===== src/rtl/cache_write_arbiter.sv =====
// Round-robin arbiter feeding the cache word-write port. Holds the port until
// the datapath signals ww_done or the watchdog aborts the write.
module cache_write_arbiter #(
  parameter int NUM_REQ       = 4,
  parameter int DATA_WIDTH    = 32,
  parameter int ADDRESS_WIDTH = 32,
  parameter int TIMEOUT       = 64
) (
  input  logic                               clk,
  input  logic                               reset_n,
  input  logic [NUM_REQ-1:0]                 req_valid,
  output logic [NUM_REQ-1:0]                 req_ready,
  input  logic [NUM_REQ*ADDRESS_WIDTH-1:0]   req_addr,
  input  logic [NUM_REQ*DATA_WIDTH-1:0]      req_data,
  output logic [NUM_REQ-1:0]                 resp_valid,
  output logic                               resp_err,
  output logic                               ww_w_en,
  output logic [ADDRESS_WIDTH-1:0]           ww_word_address,
  output logic [DATA_WIDTH-1:0]              ww_word_data,
  input  logic                               ww_done,
  output logic [$clog2(NUM_REQ)-1:0]         grant_id,
  output logic                               busy,
  output logic                               timeout_err
);

  localparam int GW  = $clog2(NUM_REQ);
  localparam int CW  = $clog2(TIMEOUT);
  localparam int OFF = $clog2(DATA_WIDTH / 8);
  localparam logic [ADDRESS_WIDTH-1:0] ALIGN_MASK =
    ~((ADDRESS_WIDTH'(1) << OFF) - ADDRESS_WIDTH'(1));
  localparam logic [GW:0]    NUM_REQ_W = (GW + 1)'(NUM_REQ);
  localparam logic [GW-1:0]  LAST_ID   = GW'(NUM_REQ - 1);
  localparam logic [CW-1:0]  WD_LAST   = CW'(TIMEOUT - 1);

  typedef enum logic [1:0] {
    S_IDLE  = 2'd0,
    S_ISSUE = 2'd1,
    S_WAIT  = 2'd2
  } state_t;

  state_t                     state_reg, state_next;
  logic [GW-1:0]              rr_ptr_reg;
  logic [GW-1:0]              grant_id_reg;
  logic [ADDRESS_WIDTH-1:0]   addr_reg;
  logic [DATA_WIDTH-1:0]      data_reg;
  logic [CW-1:0]              wd_cnt_reg;
  logic [NUM_REQ-1:0]         resp_valid_reg;
  logic                       resp_err_reg;
  logic                       timeout_err_reg;

  logic [ADDRESS_WIDTH-1:0]   addr_arr [NUM_REQ];
  logic [DATA_WIDTH-1:0]      data_arr [NUM_REQ];

  genvar gi;
  generate
    for (gi = 0; gi < NUM_REQ; gi++) begin : g_slice
      assign addr_arr[gi] = req_addr[gi*ADDRESS_WIDTH +: ADDRESS_WIDTH];
      assign data_arr[gi] = req_data[gi*DATA_WIDTH +: DATA_WIDTH];
    end
  endgenerate

  // Rotating priority search: first valid requester at or above rr_ptr, wrapping.
  logic [GW:0]   cand;
  logic [GW-1:0] pick_idx;
  logic          pick_found;

  always_comb begin
    cand       = '0;
    pick_idx   = '0;
    pick_found = 1'b0;
    for (int k = 0; k < NUM_REQ; k++) begin
      cand = {1'b0, rr_ptr_reg} + (GW + 1)'(k);
      if (cand >= NUM_REQ_W) begin
        cand = cand - NUM_REQ_W;
      end
      if (!pick_found && req_valid[cand[GW-1:0]]) begin
        pick_found = 1'b1;
        pick_idx   = cand[GW-1:0];
      end
    end
  end

  logic wd_last, done_hit, tmo_hit;
  logic [GW-1:0] ptr_after_grant;

  assign wd_last         = (wd_cnt_reg == WD_LAST);
  assign done_hit        = (state_reg == S_WAIT) && ww_done;
  // ww_done in the final watchdog cycle still counts as a clean completion.
  assign tmo_hit         = (state_reg == S_WAIT) && !ww_done && wd_last;
  assign ptr_after_grant = (grant_id_reg == LAST_ID) ? '0 : grant_id_reg + GW'(1);

  always_ff @(posedge clk or negedge reset_n) begin
    if (!reset_n) begin
      state_reg <= S_IDLE;
    end else begin
      state_reg <= state_next;
    end
  end

  always_comb begin
    state_next = state_reg;
    case (state_reg)
      S_IDLE:  if (pick_found) state_next = S_ISSUE;
      S_ISSUE: state_next = S_WAIT;
      S_WAIT:  if (done_hit || tmo_hit) state_next = S_IDLE;
      default: state_next = S_IDLE;
    endcase
  end

  always_comb begin
    req_ready = '0;
    ww_w_en   = 1'b0;
    busy      = 1'b0;
    case (state_reg)
      S_IDLE:  if (pick_found) req_ready[pick_idx] = 1'b1;
      S_ISSUE: begin
        ww_w_en = 1'b1;
        busy    = 1'b1;
      end
      S_WAIT:  busy = 1'b1;
      default: ;
    endcase
  end

  always_ff @(posedge clk or negedge reset_n) begin
    if (!reset_n) begin
      rr_ptr_reg      <= '0;
      grant_id_reg    <= '0;
      addr_reg        <= '0;
      data_reg        <= '0;
      wd_cnt_reg      <= '0;
      resp_valid_reg  <= '0;
      resp_err_reg    <= 1'b0;
      timeout_err_reg <= 1'b0;
    end else begin
      resp_valid_reg <= '0;
      resp_err_reg   <= 1'b0;
      case (state_reg)
        S_IDLE: begin
          if (pick_found) begin
            grant_id_reg <= pick_idx;
            addr_reg     <= addr_arr[pick_idx] & ALIGN_MASK;
            data_reg     <= data_arr[pick_idx];
          end
        end
        S_ISSUE: wd_cnt_reg <= '0;
        S_WAIT: begin
          if (done_hit || tmo_hit) begin
            resp_valid_reg[grant_id_reg] <= 1'b1;
            resp_err_reg                 <= tmo_hit;
            rr_ptr_reg                   <= ptr_after_grant;
            if (tmo_hit) begin
              timeout_err_reg <= 1'b1;
            end
          end else if (!wd_last) begin
            wd_cnt_reg <= wd_cnt_reg + CW'(1);
          end
        end
        default: ;
      endcase
    end
  end

  assign resp_valid      = resp_valid_reg;
  assign resp_err        = resp_err_reg;
  assign ww_word_address = addr_reg;
  assign ww_word_data    = data_reg;
  assign grant_id        = grant_id_reg;
  assign timeout_err     = timeout_err_reg;

endmodule


===== config.mk =====
export PLATFORM = sky130hd
export DESIGN_NAME = cache_write_arbiter
export DESIGN_NICKNAME = d
export VERILOG_FILES = /design/src/rtl/cache_write_arbiter.sv
export SDC_FILE = /design/constraint.sdc
export NUM_CORES = 1
export LEC_CHECK = 0
export ABC_CLOCK_PERIOD_IN_PS = 2000
export CORE_AREA = 2 2 131 133
export CTS_CLUSTER_DIAMETER = 80
export CTS_CLUSTER_SIZE = 10
export DETAILED_ROUTE_END_ITERATION = 8
export DIE_AREA = 0 0 133 135
export PLACE_DENSITY_LB_ADDON = 0.2
export SYNTH_ARGS = -nofsm -noshare
export SYNTH_HDL_FRONTEND = slang
export SYNTH_SLANG_ARGS = --single-unit

===== constraint.sdc =====
create_clock -name clk -period 2 [get_ports clk]
set_input_delay 0.4 -clock clk [delete_from_list [all_inputs] [get_ports clk]]
set_output_delay 0.4 -clock clk [all_outputs]
set_load 0.05 [all_outputs]

-- Word level (Yosys, flattened, before mapping)
Index checks and enable logic that the tools add are counted.
- register bits: 80
- bits of input ports: 263
- output and inout bits: 78
- word-level logic and storage cells: 106
- $add $sub $neg: 9
- $lt $le $gt $ge: 13
- equality and inequality tests: 8
- muxes and demuxes: 45
- bitwise gates (word level): 1
- reductions and logical operators: 21
- operators with widths (operator ; number):
    $bmux 32 s2 ; 2
    $mux 32 ; 4
    $mux 2 ; 11
    $lt 2x3->1 const B ; 6
    $mux 4 ; 4
    $mux 1 ; 14
    $ge 3x3->1 const B ; 4
    $mux 6 ; 2
    $pmux 6 s2 ; 1
    $bmux 1 s2 ; 4
    $logic_and 1x1->1 ; 8
    $sub 2x1->2 const B ; 4
    $add 2x2->3 const B ; 2
    $add 6x1->6 const B ; 1
    $eq 6x6->1 const B ; 1
    $ne 2x2->1 const B ; 3
    $pmux 2 s3 ; 1
    $reduce_and 2->1 ; 3
    $reduce_and 3->1 ; 2
    $demux 1 s2 ; 2
    $eq 2x2->1 const B ; 2
    $ge 2x1->1 const B ; 2
    $logic_not 1->1 ; 4
    $add 2x1->3 const B ; 1
    other kinds (9) ; 9

-- Longest topological paths before layout
Gate-level depths: netlist of run 1.
- depth after elaboration: 20
- depth in mapped cells: 8
- mapped depth without buffers: 7

-- Worst setup path after synthesis of run 1
Ideal clock, no wire load.
- path type: register to output
- start point: reg rr_ptr_reg[1]
- end point: out req_ready[3]
- data arrival time: 2.385 ns
- required time: 1.600 ns
- path slack: -0.785 ns
- cell stages (with the launch flop): 7
- path buffers: 2
- cells stage by stage: dfrtp_1 -> a21boi_0 -> o221a_2 -> buf_2 -> buf_2 -> nand2_1 -> nor3_1
- longest elaborated chain between the ends: 20
- elaborated cells between the ends (all ways): 44
- classes of those cells: 7 x add/sub; 6 x order compare; 24 x mux; 7 x reduce/logical
- ends and longest elaborated chain (item ; line ; RTL):
    start, declared ; 42 ; logic [GW-1:0] rr_ptr_reg;
    start signal, assigned ; 151 ; rr_ptr_reg <= ptr_after_grant;
    parallel branches: the longest is 18 deep, another holds $add 2x1->3 ; n/a ;
    $mux 4 * ; 115 ; S_IDLE: if (pick_found) req_ready[pick_idx] = 1'b1;
    $mux 4 * ; 114 ; case (state_reg)
    end, declared ; 12 ; output logic [NUM_REQ-1:0] req_ready,
Every way passes the cells marked *. The select of a mux whose other input is x is not followed.

-- Worst setup path in the final report of run 1
- start point: reg rr_ptr_reg[1]
- end point: out req_ready[2]
Same word-level chain as after synthesis.

==> results of run 1 <==
==> layout by cell type, fill, tap and decap left out, types with 4 or more instances in the layout <==
cell type,count
a21oi_1,113
dfrtp_1,79
nand2_2,17
and2_1,6
buf_4,57
clkdlybuf4s50_1,297
buf_6,6
nor2_1,4
nand2_1,230
buf_12,24
a21oi_2,11
o21ai_0,4
ha_1,6
clkbuf_16,12
inv_1,5
dlygate4sd2_1,4
nand2_4,8
a211o_1,62
==> per-stage QoR <==
step           power (mW)  hold slack, ns
2_1_floorplan       7.949          0.1044
3_3_place_gp        11.44          0.2782
3_5_place_dp        11.49          0.2786
4_1_cts             13.68          0.4612
5_1_grt             14.67          0.4843
6_report            13.90          0.4717
==> worst max-delay path, stage by stage, from the launching register on <==
cell and delay, ns:
dfrtp_2 0.44, mux2_4 0.32, o221a_4 0.30, buf_6 0.13, nor2_4 0.10, buf_12 0.14
==> path summary, 6_finish.rpt <==
kind                                     from            endpoint  depth (start not counted)
worst max-delay path            rr_ptr_reg[1]        req_ready[2]                          5
worst min-delay path                  reset_n    ww_word_data[24]                          2
worst max register to register  rr_ptr_reg[1]     ww_word_data[8]                          9
worst min register to register    timeout_err         timeout_err                          1
max in group asynchronous             reset_n  ww_word_address[6]                          3
min in group clk                  timeout_err         timeout_err                          1
==> routing by layer <==
layer	track usage	routed length (um)
met3	0.05255	1542
met1	0.2763	8794
met4	0.08841	621
met2	0.3975	10380
met5	0	0
==> cell families (layout without fill, tap and decap cells) <==
group	Yosys count	after routing
muxes	4	4
and+or+nand+nor	286	286
DFF	80	80
buffers and inverters	54	419
AOI/OAI and AO/OA	207	207
xor gates and xnor gates	3	3
other	1	2
adders and majority gates	8	8
==> final cells by class <==
class | instances | area [um2] | area share
Multi-Input combinational cell | 510 | 2915 | 0.3005
Sequential cell | 80 | 2003 | 0.2064
Clock buffer | 9 | 225.2 | 0.02321
Clock inverter | 7 | 80.08 | 0.008253
Inverter | 6 | 22.52 | 0.002321
Tap cell | 220 | 275.3 | 0.02837
Timing Repair Buffer | 397 | 4182 | 0.4309
==> timing repair <==
action / CTS / global route
cloned: 3 / 4
endpoints found under the hold margin: 13 / 0
resized for setup: 35 / 44
pin swaps: 8 / 12
setup endpoints to repair: 65 / 54
setup buffers: 8 / 3
hold buffers: 1 / 0
==> report_power, final <==
part	leakage [nW]	switching (mW)	total, mW	internal (mW)
clock	0.143	0.743	1.72	0.981
combinational	3.32	5.48	9.45	3.98
sequential	1.01	0.406	2.72	2.32
==> impl_metrics.toml, run 1 <==
[drt]
route.detailed.drc = 0
vias = 5971
drt-total-wl_um = 21340
drt_iter0_markers = 188
final_antenna_net_count = 0
vias_per_cell = 4.858
wl_per_cell_um = 17.36
first_pass_iters = 4

[clocking]
clk_pin_slew_ns = 0.07
cts_root_buf = "clkbuf_16"
cts_tree = "yes"
numCtsBuffers = 9
clock-sinks = 80
clockBufferDepth = 2
htree_levels = 3
clk_latency_ns = 0.34

[place]
post-place-ws_ns = -0.4299
port_buffers = 330
place_congestion = 0.8351
post_dp_cell_area_um2 = 8899
post-dp-hpwl_um = 15260
place_inst = 1196

[global_routing]
grt_pass1_wl_um = 32170
grt_max_degree = 46
grt_usage = 0.2289
grt_pass1_vias = 6056
antenna_found_initial = 0
grt-ovfl-total = 0

[die]
die-area_um2 = 17960
ios = 341
initial_core_util = 0.3007
core_area_um2 = 16410
row_count = 47
die_w_um = 133
die_h_um = 135

[critical_path]
critical_path.startpoint_type = "flop"
end_kind = "output port"
arrival_ns = 1.77
rrSetupSlack_ns = -0.16
crit_required_ns = 1.60
worstSetupPathType = "flop to output port"
cp_max_fo = 5

[finish]
final_nets = 1275
final_cells = 1229
fin_util = 0.5914
nFillCells = 1474
largest_reg_flops = 32
antenna_cells = 0
final_layout_size_suffix_gt1_frac = 0.1715
final_area_um2 = 9703
area_delta_synth_final_pct = 96.68

[run_status]
violations = "setup timing"
outcome = "finished, violations left"

[logic_synthesis]
synthesis.area_um2 = 4933
synthTopCellsByArea = "dfrtp_1 41%, nand2_1 19%, a21oi_1 13%"
yosysMostFrequentCell = "nand2_1"
synth_compound_area_frac = 0.2696
synth_top_area_frac = 0.4058
synthDistinctLibCells = 39
synth_ff_type = "dfrtp_1"
seq_area_frac_synth = 0.4058
synth_area_per_cell_um2 = 7.673
synth_xor_xnor_area_share = 0.005326
synth_top_family_by_area = "compound AO/OA/AOI/OAI gates"
ys_warn_count = 0
synthMuxAreaShare = 0.009891
postSynthCellCount = 643
synth_edf_count = 0
async_flop_share = 1.000
yosys.area_share.adder = 0.02029
synth-simple-area-share = 0.2323
synthTopCellsByCount = "255 x nand2_1, 126 x a21oi_1, 80 x dfrtp_1"
synth_seq_cells = 80
yosysTopAreaCell = "dfrtp_1"

[sta]
max_freq_mhz = 460.2
finalSetupTns_ns = -3.955
setup_viol = 32
period_minus_slack_ns = 2.173
worst_pin_slew_ns = 0.5510
timing.final.ws_setup_ns = -0.1732
fin_crit_sh = 1.087
skew_ns = 0.006877
rsz0062_at_grt = "true"
slew_violations = 0
slew_headroom = 0.6315
hold_viol_final = 0

[run]
drv_cap = 0

[hold_path]
hp-class = "primary input to asynchronous set/reset pin"

[power_and_ir_drop]
vdd_drop_max_mv = 0.8580
power_density_nw_per_um2 = 1433
leakage_nw = 4.476
(Power assumes the default switching activity.)
==> run 2, diff against run 1 <==
- SKIP_CTS_REPAIR_TIMING: default -> 1
- SLEW_MARGIN: default -> 20
==> impl_metrics.toml, run 2 (same netlist as run 1, synthesis figures left out) <==
[global_routing]
grt-ovfl-total = 0
antenna_found_initial = 0
grt_usage = 0.2222
grt_max_degree = 46
grt_pass1_vias = 5947
grt_pass1_wl_um = 31310

[clocking]
clk_pin_slew_ns = 0.07
clock-sinks = 80
htree_levels = 3
clk_latency_ns = 0.34
clockBufferDepth = 2
cts_tree = "yes"
cts_root_buf = "clkbuf_16"
numCtsBuffers = 9

[drt]
drt_iter0_markers = 215
vias = 5971
wl_per_cell_um = 17.29
final_antenna_net_count = 0
drt-total-wl_um = 21230
vias_per_cell = 4.862
route.detailed.drc = 0
first_pass_iters = 4

[die]
die_h_um = 135
die_w_um = 133
die-area_um2 = 17960
ios = 341
core_area_um2 = 16410
row_count = 47
initial_core_util = 0.3007

[critical_path]
end_kind = "output port"
worstSetupPathType = "flop to output port"
arrival_ns = 1.83
critical_path.startpoint_type = "flop"
crit_required_ns = 1.60
cp_max_fo = 5

[finish]
final_layout_size_suffix_gt1_frac = 0.1379
largest_reg_flops = 32
area_delta_synth_final_pct = 93.71
final_cells = 1228
final_common_cell = "clkdlybuf4s50_1"
nFillCells = 1485
final_nets = 1274
final_cell_mix = "297 x clkdlybuf4s50_1, 252 x nand2_1, 122 x a21oi_1, 79 x dfrtp_1, 62 x a211o_1"
antenna_cells = 0

[run_status]
outcome = "finished, violations left"
violations = "setup timing"

[hold_path]
hp-class = "primary input to asynchronous set/reset pin"

[place]
post-place-ws_ns = -0.4299
port_buffers = 330
place_congestion = 0.8351
place_inst = 1196
post-dp-hpwl_um = 15260

[power_and_ir_drop]
leakage_nw = 4.454
vdd_drop_max_mv = 0.8183
power_density_nw_per_um2 = 1440

[sta]
finalSetupTns_ns = -1.396
max_freq_mhz = 447.8
slew_headroom = 0.6285
skew_ns = 0.007161
hold_viol_final = 0
timing.final.ws_setup_ns = -0.2331
setup_viol = 29
slew_violations = 0
worst_pin_slew_ns = 0.5555
rsz0062_at_grt = "true"
period_minus_slack_ns = 2.233
fin_crit_sh = 1.117

[run]
drv_cap = 0
-- run 2: cell types whose count changed in the layout (fill, tap and decap cells not counted), moves of 3 or more --
cell	delta
clkbuf_16	+3
nand2_1	+22
nand2_2	-14
nand2_4	-8
dlymetal6s2s_1	+4
buf_16	-3
dlygate4sd2_1	-4
a21oi_1	+9
buf_6	-4
a21oi_2	-8
-- run 2: final timing paths --
path / slack (ns) / cells after the start / end / start
worst max-delay path: -0.23 / 5 / req_ready[2] / rr_ptr_reg[1]
worst min-delay path: 0.47 / 2 / ww_word_data[24] / reset_n
worst max register to register: -0.04 / 8 / ww_word_address[2] / rr_ptr_reg[1]
worst min register to register: 0.47 / 1 / timeout_err / timeout_err
max in group asynchronous: 0.93 / 3 / ww_word_address[6] / reset_n
min in group clk: 0.47 / 1 / timeout_err / timeout_err
-- run 2: routing by layer --
| metal | vias to the layer above | global-route usage | wire, um |
|---|---|---|---|
| met2 | 246 | 0.3880 | 10300 |
| met5 | - | 0 | 0 |
| li1 | 2912 | - | - |
| met1 | 2772 | 0.2643 | 8760 |
| met4 | 0 | 0.08781 | 596 |
| met3 | 41 | 0.05293 | 1578 |
-- run 2: cell type report --
class	instances	area [um2]	area share
timing repair buffer	396	4184	0.4378
clock inverter	7	80.08	0.008379
sequential	80	2003	0.2096
tap	220	275.3	0.02880
inverter	6	22.52	0.002357
clock buffer	9	225.2	0.02357
multi-input combinational	510	2766	0.2895
-- run 2: per-stage QoR --
step / power (mW) / area (um2) / utilization / hold WS [ns]
2_1_floorplan: 7.949 / 4976 / - / 0.1044
3_3_place_gp: 11.44 / 8899 / 0.5424 / 0.2782
3_5_place_dp: 11.49 / 8899 / 0.5424 / 0.2786
4_1_cts: 13.26 / 9204 / 0.5610 / -0.09430
5_1_grt: 14.50 / 9557 / 0.5825 / 0.4843
6_report: 13.76 / 9557 / 0.5825 / 0.4665
-- run 2: where the power goes --
part,switching (mW),internal (mW),leakage [nW]
Clock,0.744,0.981,0.143
Sequential,0.400,2.32,1.01
Combinational,5.39,3.93,3.30
Total,6.53,7.23,4.45
-- run 2: critical path: stages (launching register included) --
cell and delay [ns]:
dfrtp_2 0.44, mux2_4 0.33, o221a_4 0.32, buf_6 0.15, nor2_4 0.10, buf_12 0.15
